File: src/rtl/sram_pkg.sv
// Shared SRAM controller geometry, scrubber FSM states and the byte-parity
// definition used by both the write path and the read-side checkers.
package sram_pkg;

    typedef struct packed {
        int AW;      // word address width
        int DW;      // data width
        int PW;      // parity width, one bit per (possibly partial) byte
        int WCNT;    // number of words in the array
        bit isPRT;   // parity protection present
        int EVITVL;  // idle cycles between scrub reads
    } sramcfg_t;

    localparam sramcfg_t samplecfg = '{AW: 10, DW: 32, PW: 4, WCNT: 1024,
                                       isPRT: 1'b1, EVITVL: 15};

    typedef enum logic [1:0] {IDLE, WAIT, REQ, RESP} scrub_st_e;

    localparam int MAXDW = 256;
    localparam int MAXPW = MAXDW / 8;

    // Even parity per byte; callers zero-extend data so a partial top byte
    // is covered by bit pw-1 and bits at or above pw come back as 0.
    function automatic logic [MAXPW-1:0] byte_parity(input logic [MAXDW-1:0] data,
                                                     input int pw);
        logic [MAXPW-1:0] p;
        p = '0;
        for (int i = 0; i < MAXPW; i++) begin
            if (i < pw) p[i] = ^data[8*i +: 8];
        end
        return p;
    endfunction

endpackage

File: src/rtl/gnrl_sramc_parchk.sv
// Combinational parity check of a returned SRAM word against its stored
// parity; shared by the scrubber and the functional read path.
module gnrl_sramc_parchk
    import sram_pkg::*;
#(
    parameter int DW = 32,
    parameter int PW = 4,
    parameter bit EN = 1'b1
) (
    input  logic [DW-1:0] data,
    input  logic [PW-1:0] par,
    output logic          mismatch
);

    logic [MAXPW-1:0] par_exp;

    always_comb begin
        par_exp  = byte_parity(MAXDW'(data), PW);
        mismatch = EN && (par_exp != MAXPW'(par));
    end

endmodule

File: src/rtl/gnrl_sramc_scrub.sv
// Background parity scrubber: walks every word through the controller read
// port at a fixed interval and reports mismatching addresses and a count.
module gnrl_sramc_scrub
    import sram_pkg::*;
#(
    parameter sramcfg_t CFG = samplecfg,
    parameter int       ECW = 16
) (
    input  logic              clk,
    input  logic              resetn,
    input  logic              en,
    input  logic              err_clr,
    output logic              scrub_req,
    output logic [CFG.AW-1:0] scrub_addr,
    input  logic              scrub_gnt,
    input  logic              scrub_rvld,
    input  logic [CFG.DW-1:0] scrub_rdata,
    input  logic [CFG.PW-1:0] scrub_rpar,
    output logic              err_pulse,
    output logic [CFG.AW-1:0] err_addr,
    output logic [ECW-1:0]    err_cnt,
    output logic              pass_done
);

    localparam int            AW   = CFG.AW;
    localparam int            CW   = $clog2(CFG.EVITVL) + 1;
    localparam logic [AW-1:0] LAST = AW'(CFG.WCNT - 1);
    localparam logic [CW-1:0] ITVL_END = CW'(CFG.EVITVL - 1);

    scrub_st_e     state, nstate;
    logic [CW-1:0] cnt;
    logic [AW-1:0] addr;
    logic          chk_vld;
    logic          mismatch;
    logic          err_ev;

    gnrl_sramc_parchk #(
        .DW (CFG.DW),
        .PW (CFG.PW),
        .EN (CFG.isPRT)
    ) u_parchk (
        .data     (scrub_rdata),
        .par      (scrub_rpar),
        .mismatch (mismatch)
    );

    always_ff @(posedge clk or negedge resetn) begin
        if (!resetn) state <= IDLE;
        else         state <= nstate;
    end

    // A grant wins over a same-cycle disable so the accepted read completes.
    always_comb begin
        nstate = state;
        case (state)
            IDLE:    if (en) nstate = WAIT;
            WAIT:    if (!en) nstate = IDLE;
                     else if (cnt == ITVL_END) nstate = REQ;
            REQ:     if (scrub_gnt) nstate = RESP;
                     else if (!en) nstate = IDLE;
            RESP:    if (scrub_rvld) nstate = en ? WAIT : IDLE;
            default: nstate = IDLE;
        endcase
    end

    always_comb begin
        scrub_req  = (state == REQ);
        scrub_addr = addr;
        chk_vld    = (state == RESP) && scrub_rvld;
        err_ev     = chk_vld && mismatch;
    end

    always_ff @(posedge clk or negedge resetn) begin
        if (!resetn) begin
            cnt       <= '0;
            addr      <= '0;
            err_pulse <= 1'b0;
            err_addr  <= '0;
            err_cnt   <= '0;
            pass_done <= 1'b0;
        end else begin
            cnt       <= (state == WAIT) ? cnt + 1'b1 : '0;
            err_pulse <= err_ev;
            pass_done <= chk_vld && (addr == LAST);
            if (chk_vld) addr <= (addr == LAST) ? '0 : addr + 1'b1;
            if (err_ev) err_addr <= addr;
            // A clear coinciding with a new mismatch leaves exactly that one counted.
            if (err_clr)                     err_cnt <= ECW'(err_ev);
            else if (err_ev && err_cnt != '1) err_cnt <= err_cnt + 1'b1;
        end
    end

endmodule

File: config.mk
export PLATFORM = sky130hd
export DESIGN_NAME = gnrl_sramc_scrub
export DESIGN_NICKNAME = d
export VERILOG_FILES = /design/src/rtl/sram_pkg.sv /design/src/rtl/gnrl_sramc_parchk.sv /design/src/rtl/gnrl_sramc_scrub.sv
export SDC_FILE = /design/constraint.sdc
export NUM_CORES = 1
export LEC_CHECK = 0
export BUFFER_PORTS_ARGS = -buffer_cell sky130_fd_sc_hd__buf_2
export CAP_MARGIN = 10
export CORE_ASPECT_RATIO = 0.75
export CORE_MARGIN = 2
export CORE_UTILIZATION = 51
export CTS_CLUSTER_DIAMETER = 120
export DETAILED_ROUTE_END_ITERATION = 10
export HOLD_SLACK_MARGIN = 0.15
export PLACE_DENSITY = 0.8
export REMOVE_ABC_BUFFERS = 1
export SLEW_MARGIN = 20
export SYNTH_ARGS = -nofsm -noshare
export SYNTH_HDL_FRONTEND = slang
export SYNTH_HIERARCHICAL = 1
export SYNTH_SLANG_ARGS = --single-unit
File: constraint.sdc
create_clock -name clk -period 3.7 [get_ports clk]
set_input_delay 0.74 -clock clk [delete_from_list [all_inputs] [get_ports clk]]
set_output_delay 0.74 -clock clk [all_outputs]
set_load 0.02 [all_outputs]
==> flow_summary.ini, run 1 <==
[critical_path]
cp_slowest_cell = xnor3_1
cp_num_buf_inv = 2
cp_max_fo = 15
worstPathRequired_ns = 3.89
cp-start-kind = input pin
crit_chain = buf_2 -> xor2_1 -> xnor3_1 -> xnor2_1 -> nand4_1 -> nand2_4 -> clkinv_4 -> nand3_2 -> nor4_1 -> mux2_1
slowest_delay_ns = 0.43
end_kind = register
arrival_ns = 2.88
cp_top_family = simple AND/OR/NAND/NOR gates
worstSetupPathType = input pin to register

[global_route]
grt_max_degree = 46
grt_pass1_wl_microns = 9140
gr-total-overflow = 0
grt_use_total = 0.215
first_global_vias = 1925
antenna_found_initial = 0

[clocking]
insertion_delay_ns = 0.30
tritoncts = done
post-cts-setup-buffer-count = 0
hold_buffers = 0
numCtsBuffers = 5
cts_htree_levels = 2
cts_root_buffer = clkbuf_8
cts_resized = 0
cts.clk_slew.worst_paths_ns = 0.08
cts_buffer_depth = 2
cts_sinks = 45

[timing]
fin_crit_sh = 0.728
period_minus_slack_ns = 2.69
rsz0062_at_grt = false
slew-limit-headroom = 0.508
setup_viol = 0
whs_ns = 0.325
final.setup.tns_ns = 0
tightest_slew_ns = 0.731
slew_violations = 0
fin_skew_ns = 0.00631
fmax_mhz = 371
finalHoldViolCount = 0

[hold_path]
min_path_type = input pin to asynchronous set/reset pin

[power]
p_per_area_nw_per_um2 = 301
power.total_uw = 913
leakage_uw = 0.00151
vdd_drop_max_uv = 194

[floorplanning]
initial_core_util = 0.518
die_w_microns = 84.8
io_pins = 81
fp.dieH_microns = 64.6
dieArea_sq_um = 5480
rows = 22
core_sq_um = 4820

[synthesis]
synth_top_cell_by_area = dfrtp_1
postSynthAreaPerCell_sq_um = 9.68
synth_cell_types = 42
synth_enable_flop_cells = 0
seq_area_frac_synth = 0.451
ys_top_cells_by_count = nand2_1, dfrtp_1, xnor2_1
syn_inst = 258
ys_async_sr_fraction = 1.00
synth_ff_type = dfrtp_1
ys_ff_latch = 45
ys_top_cells_by_area = dfrtp_1, xnor2_1, nand2_1, xnor3_1, xor2_1
synth.most_common_cell = nand2_1
synth_top_area_frac = 0.451
yosysWarnings = 6
synthesis.area_sq_um = 2500

[route]
vias_per_cell = 5.53
drc = 0
detail-route-antenna-nets = 0
drt_iter0_drc = 142
wirelength_microns = 5580
firstDrtPassIters = 5
vias = 2201
wl_per_cell_microns = 14.0

[placed_design]
place_area_sq_um = 2930
portBuffers = 80
gp_congestion = 0.897
hpwl_microns = 4090
place_inst = 390

[finish]
diodes = 0
drive_gt1_frac = 0.272
stdcell_count = 398
final_area_sq_um = 3040
nets = 384
synthToLayoutAreaGrowth_pct = 21.5

[outcome]
outcome = complete, no violations

[flow_run]
maxCapViolCount = 0
==> placed cells by master (no fill, tap or decap), types with 2 or more instances in the layout <==
| cell type | n |
|---|---|
| nor2b_1 | 2 |
| o31ai_1 | 10 |
| nand4_1 | 7 |
| or4_1 | 9 |
| nand2b_1 | 2 |
| buf_2 | 80 |
| and3_1 | 3 |
| xnor2_1 | 24 |
| clkinv_4 | 2 |
| clkbuf_8 | 5 |
| nor4_1 | 2 |
| nor2_1 | 14 |
| ha_1 | 4 |
| or3_1 | 4 |
| inv_1 | 4 |
| xnor3_1 | 4 |
| nand3_1 | 13 |
| nor3_1 | 3 |
| and4_1 | 5 |
| dfrtp_1 | 45 |
| a21oi_1 | 16 |
| nand2_1 | 46 |
| xor2_1 | 10 |
| o21ai_0 | 6 |
==> area by class of cell <==
| type | instances | area (sq um) |
|---|---|---|
| sequential | 45 | 1130 |
| timing repair buffer | 81 | 420 |
| clock buffer | 6 | 72.6 |
| fill | 412 | 1780 |
| inverter | 5 | 23.8 |
| tap | 60 | 75.1 |
| multi-input combinational | 200 | 1310 |
| clock inverter | 1 | 8.76 |
==> layer usage <==
layer  wire length, microns  GRT usage  part of all wire
met5                      0          0                 0
met4                     79     0.0694             0.014
met3                    340     0.0395             0.061
met2                   2550      0.338              0.46
met1                   2610      0.304              0.47
==> report_power, final <==
| part | switching (uW) | internal, uW |
|---|---|---|
| clock | 162 | 131 |
| sequential | 3.62 | 494 |
| combinational | 53.3 | 68.6 |
| total | 219 | 694 |
==> cells by family after synthesis <==
family | count (synthesis) | share of synthesized area
AND/OR/NAND/NOR | 117 | 0.245
flip-flops | 45 | 0.451
AO/OA/AOI/OAI | 39 | 0.0952
XOR/XNOR | 38 | 0.155
buffers and inverters | 13 | 0.0250
adder cells (fa/ha/maj) | 4 | 0.0200
multiplexers | 2 | 0.00852
==> metrics by stage <==
stage	util	worst slack (ns)
finish	0.630	1.01
global route	0.630	0.876
CTS	0.626	0.997
detailed placement	0.609	0.675
global placement	0.609	0.790
floorplan	-	1.04
==> registers in the layout, summed over array words and instances, names as in the netlist <==
register,cells
err_pulse,1
scrub_addr,10
err_cnt,16
state,2
cnt,5
pass_done,1
err_addr,10
==> path summary, 6_finish.rpt <==
kind                                    startpoint                      end  slack, ns  cells past startpoint
hold / removal                              resetn   err_cnt[8]$_DFFE_PN0P_       0.33                      1
max in group asynchronous                   resetn   err_cnt[3]$_DFFE_PN0P_       2.90                      2
min in group clk           err_addr[2]$_DFFE_PN0P_  err_addr[2]$_DFFE_PN0P_       0.48                      2
hold reg to reg            err_addr[2]$_DFFE_PN0P_  err_addr[2]$_DFFE_PN0P_       0.48                      2
setup / recovery                   scrub_rdata[18]  err_cnt[15]$_DFFE_PN0P_       1.01                     10
setup reg to reg              state[0]$_DFFE_PN0P_  err_cnt[15]$_DFFE_PN0P_       1.74                      6
==> worst register-to-register path, stage by stage (launching register included) <==
cell and delay (ns):
dfrtp_1 0.45, and3_4 0.26, nand2_4 0.12, clkinv_4 0.14, nand3_2 0.21, nor4_1 0.33
mux2_1 0.35
No activity file was read; power rests on OpenSTA's default activity.
==> run 2: changes to the inputs <==
clock period = 2.8 ns   (was 3.7 ns; I/O delays follow)
==> flow_summary.ini, run 2 (synthesized netlist as in run 1, its figures left out) <==
[outcome]
outcome = complete, no violations

[hold_path]
min_path_type = input pin to asynchronous set/reset pin

[global_route]
antenna_found_initial = 0
first_global_vias = 2075
grt_use_total = 0.210
gr-total-overflow = 0
grt_pass1_wl_microns = 9340
grt_max_degree = 46

[clocking]
cts_buffer_depth = 2
numCtsBuffers = 5
tritoncts = done
cts_htree_levels = 2
post-cts-setup-buffer-count = 0
cts_sinks = 45
cts_resized = 0
insertion_delay_ns = 0.29
cts.clk_slew.worst_paths_ns = 0.08
cts_root_buffer = clkbuf_8
hold_buffers = 0

[floorplanning]
io_pins = 81
fp.dieH_microns = 64.6
dieArea_sq_um = 5480
core_sq_um = 4820
rows = 22
initial_core_util = 0.518
die_w_microns = 84.8

[critical_path]
reg2reg_slack_ns = 0.85
worstPathRequired_ns = 2.98
cp_max_fo = 15
slowest_delay_ns = 0.44
crit_chain = buf_2 -> xor2_1 -> xnor3_1 -> xnor2_1 -> nand4_1 -> nand2_4 -> clkinv_4 -> nand3_2 -> nor4_1 -> mux2_1
cp-start-kind = input pin
end_kind = register
arrival_ns = 2.64
worstSetupPathType = input pin to register
cp_slowest_cell = xnor3_1

[route]
firstDrtPassIters = 4
wl_per_cell_microns = 13.8
drc = 0
detail-route-antenna-nets = 0
drt_iter0_drc = 230
wirelength_microns = 5510
vias = 2205
vias_per_cell = 5.53

[power]
vdd_drop_max_uv = 208
leakage_uw = 0.00151
p_per_area_nw_per_um2 = 394

[timing]
fmax_mhz = 406
finalHoldViolCount = 0
fin_crit_sh = 0.880
setup_viol = 0
whs_ns = 0.424
period_minus_slack_ns = 2.46
final.setup.tns_ns = 0
setup_ws_ns = 0.337
slew-limit-headroom = 0.355
tightest_slew_ns = 0.967
slew_violations = 0
fin_skew_ns = 0.00540
rsz0062_at_grt = false

[placed_design]
place_inst = 391
portBuffers = 80
pre_cts_slack_ns = 0.0186
place_area_sq_um = 2940
gp_congestion = 0.845
hpwl_microns = 4080

[finish]
largest-register = err_cnt
largest_register_ff_count = 16
diodes = 0
layout_commonest_cell = buf_2
synthToLayoutAreaGrowth_pct = 21.1
final_area_sq_um = 3020
nets = 384
mostFrequentLayoutCells = buf_2, nand2_1, dfrtp_1, xnor2_1, a21oi_1
stdcell_count = 399
drive_gt1_frac = 0.274
fillers = 412

[flow_run]
maxCapViolCount = 0
-- run 2: cell types whose count changed in the layout (fill, tap and decap cells not counted), sizes merged --
| cell | before | now |
|---|---|---|
| clkinv | 2 | 3 |
-- run 2: through the flow --
step / power, uW / util
CTS: 1210 / 0.628
detailed placement: 827 / 0.611
finish: 1190 / 0.628
floorplan: 767 / -
global route: 1250 / 0.628
global placement: 824 / 0.611
-- run 2: final timing paths --
| kind | startpoint | endpoint | depth (start not counted) |
|---|---|---|---|
| max in group asynchronous | resetn | err_cnt[1]$_DFFE_PN0P_ | 1 |
| min | resetn | err_addr[2]$_DFFE_PN0P_ | 1 |
| max reg2reg | state[0]$_DFFE_PN0P_ | err_cnt[15]$_DFFE_PN0P_ | 6 |
| max | scrub_rdata[4] | err_cnt[15]$_DFFE_PN0P_ | 10 |
| min reg2reg | err_addr[8]$_DFFE_PN0P_ | err_addr[8]$_DFFE_PN0P_ | 2 |
| min in group clk | err_addr[8]$_DFFE_PN0P_ | err_addr[8]$_DFFE_PN0P_ | 2 |
-- run 2: metal layers --
metal / part of all wire / GRT usage / up-vias
met1: 0.44 / 0.277 / 1039
met5: 0 / 0 / -
li1: - / - / 1077
met4: 0.015 / 0.0635 / 0
met3: 0.074 / 0.0420 / 9
met2: 0.47 / 0.354 / 80
-- run 2: power breakdown --
group          switching [uW]  internal, uW
clock network             205           173
registers                4.92           653
logic                    66.5          87.8
-- run 2: layout make-up --
class	instances	area (sq um)	share of cell area
Clock inverter	2	10.0	0.00331
Tap cell	60	75.1	0.0248
Multi-Input combinational cell	200	1310	0.433
Inverter	5	23.8	0.00786
Timing Repair Buffer	81	408	0.135
Sequential cell	45	1130	0.372
Clock buffer	6	72.6	0.0240
-- run 2: worst max-delay path: cells and delay by family --
family / cells / cell delay [ns]
XOR/XNOR: 3 / 0.74
buffers and inverters: 2 / 0.21
multiplexers: 1 / 0.35
AND/OR/NAND/NOR: 4 / 0.78
==> run 3: changes to the inputs <==
clock period = 2.9 ns   (was 2.8 ns; I/O delays follow)
==> flow_summary.ini, run 3 (synthesized netlist as in run 1, its figures left out) <==
[finish]
mostFrequentLayoutCells = buf_2, nand2_1, dfrtp_1, xnor2_1, a21oi_1
fillers = 406
final_area_sq_um = 3060
multi_input_area_sq_um = 1310
stdcell_count = 399
drive_gt1_frac = 0.277
diodes = 0
largest_register_ff_count = 16
nets = 384
regArea_sq_um = 1130
synthToLayoutAreaGrowth_pct = 22.7
layout_commonest_cell = buf_2
largest-register = err_cnt

[route]
vias_per_cell = 5.54
wl_per_cell_microns = 14.0
firstDrtPassIters = 4
wirelength_microns = 5600
vias = 2212
drt_iter0_drc = 246
drc = 0
detail-route-antenna-nets = 0

[timing]
fin_crit_sh = 0.849
fin_skew_ns = 0.00566
slew_violations = 0
final.setup.tns_ns = 0
fmax_mhz = 406
setup_viol = 0
rsz0062_at_grt = false
setup_ws_ns = 0.437
tightest_slew_ns = 0.698
period_minus_slack_ns = 2.46
slew-limit-headroom = 0.531
finalHoldViolCount = 0

[clocking]
numCtsBuffers = 5
cts.clk_slew.worst_paths_ns = 0.08
hold_buffers = 0
cts_buffer_depth = 2
cts_resized = 0
cts_root_buffer = clkbuf_8
insertion_delay_ns = 0.29
cts_htree_levels = 2
post-cts-setup-buffer-count = 0
tritoncts = done
cts_sinks = 45

[outcome]
outcome = complete, no violations

[global_route]
gr-total-overflow = 0
grt_pass1_wl_microns = 9380
grt_max_degree = 46
antenna_found_initial = 0
grt_use_total = 0.212
first_global_vias = 2077

[floorplanning]
rows = 22
dieArea_sq_um = 5480
io_pins = 81
fp.dieH_microns = 64.6
initial_core_util = 0.518
core_sq_um = 4820
die_w_microns = 84.8

[power]
leakage_uw = 0.00152
power.total_uw = 1270
p_per_area_nw_per_um2 = 416
vdd_drop_max_uv = 285

[critical_path]
timing.rr.end = err_cnt[15]$_DFFE_PN0P_
reg2reg_slack_ns = 0.98
r2r_start = state[0]$_DFFE_PN0P_
r2r_cells = 6
end_kind = register
arrival_ns = 2.64
cp_max_fo = 15
cp-start-kind = input pin
worstPathRequired_ns = 3.08
worstSetupPathType = input pin to register

[placed_design]
gp_congestion = 0.878
place_inst = 391
hpwl_microns = 4130
pre_cts_slack_ns = 0.108
portBuffers = 80
place_area_sq_um = 2940

[hold_path]
min_path_type = input pin to asynchronous set/reset pin

[flow_run]
maxCapViolCount = 0
## run 3: cell count changes in the layout (fill, tap and decap cells not counted)
cell | previous run | this run
clkinv_2 | 2 | 0
buf_2 | 80 | 79
buf_4 | 1 | 2
bufinv_16 | 0 | 1
clkbuf_1 | 1 | 0
clkbuf_8 | 5 | 6
clkinvlp_4 | 0 | 1
## run 3: worst max-delay path, cell delays in order
cell	delay (ns)
buf_2	0.10
xor2_1	0.16
xnor3_1	0.43
xnor2_1	0.15
nand4_1	0.12
nand2_4	0.07
clkinv_4	0.11
nand3_2	0.22
nor4_1	0.34
mux2_1	0.36
## run 3: where the power goes
group	internal (uW)	switching [uW]	total (uW)	leakage, uW
clock network	280	209	489	0.0000574
registers	631	4.69	636	0.000624
logic	85.3	64.4	150	0.000839
## run 3: worst max-delay path by stage
| stage | from | to | slack [ns] |
|---|---|---|---|
| 2_1_floorplan | scrub_rdata[21] | err_cnt[15]$_DFFE_PN0P_ | 0.40 |
| 3_3_place_gp | scrub_rdata[10] | err_cnt[15]$_DFFE_PN0P_ | 0.24 |
| 3_5_place_dp | scrub_rdata[10] | err_cnt[15]$_DFFE_PN0P_ | 0.11 |
| 4_1_cts | scrub_rdata[10] | err_cnt[15]$_DFFE_PN0P_ | 0.42 |
| 5_1_grt | scrub_rdata[30] | err_cnt[15]$_DFFE_PN0P_ | 0.26 |
| 6_report | scrub_rdata[10] | err_cnt[15]$_DFFE_PN0P_ | 0.44 |
## run 3: routing by layer
layer	vias to the layer above	global-route usage	wire, microns
met2	88	0.354	2590
met5	-	0	0
met3	9	0.0471	411
met4	0	0.0655	69
met1	1034	0.277	2530
li1	1081	-	-
## run 3: area by class of cell
cell class,instances,share of cell area
multi-input combinational,200,0.427
clock buffer,6,0.0269
clock inverter,2,0.0122
inverter,5,0.00776
timing repair buffer,81,0.134
sequential,45,0.367
tap,60,0.0245
## run 3: stage by stage
step / util / hold WS, ns
2_1_floorplan: - / 0.284
3_3_place_gp: 0.611 / 0.453
3_5_place_dp: 0.611 / 0.464
4_1_cts: 0.636 / 0.470
5_1_grt: 0.636 / 0.310
6_report: 0.636 / 0.260
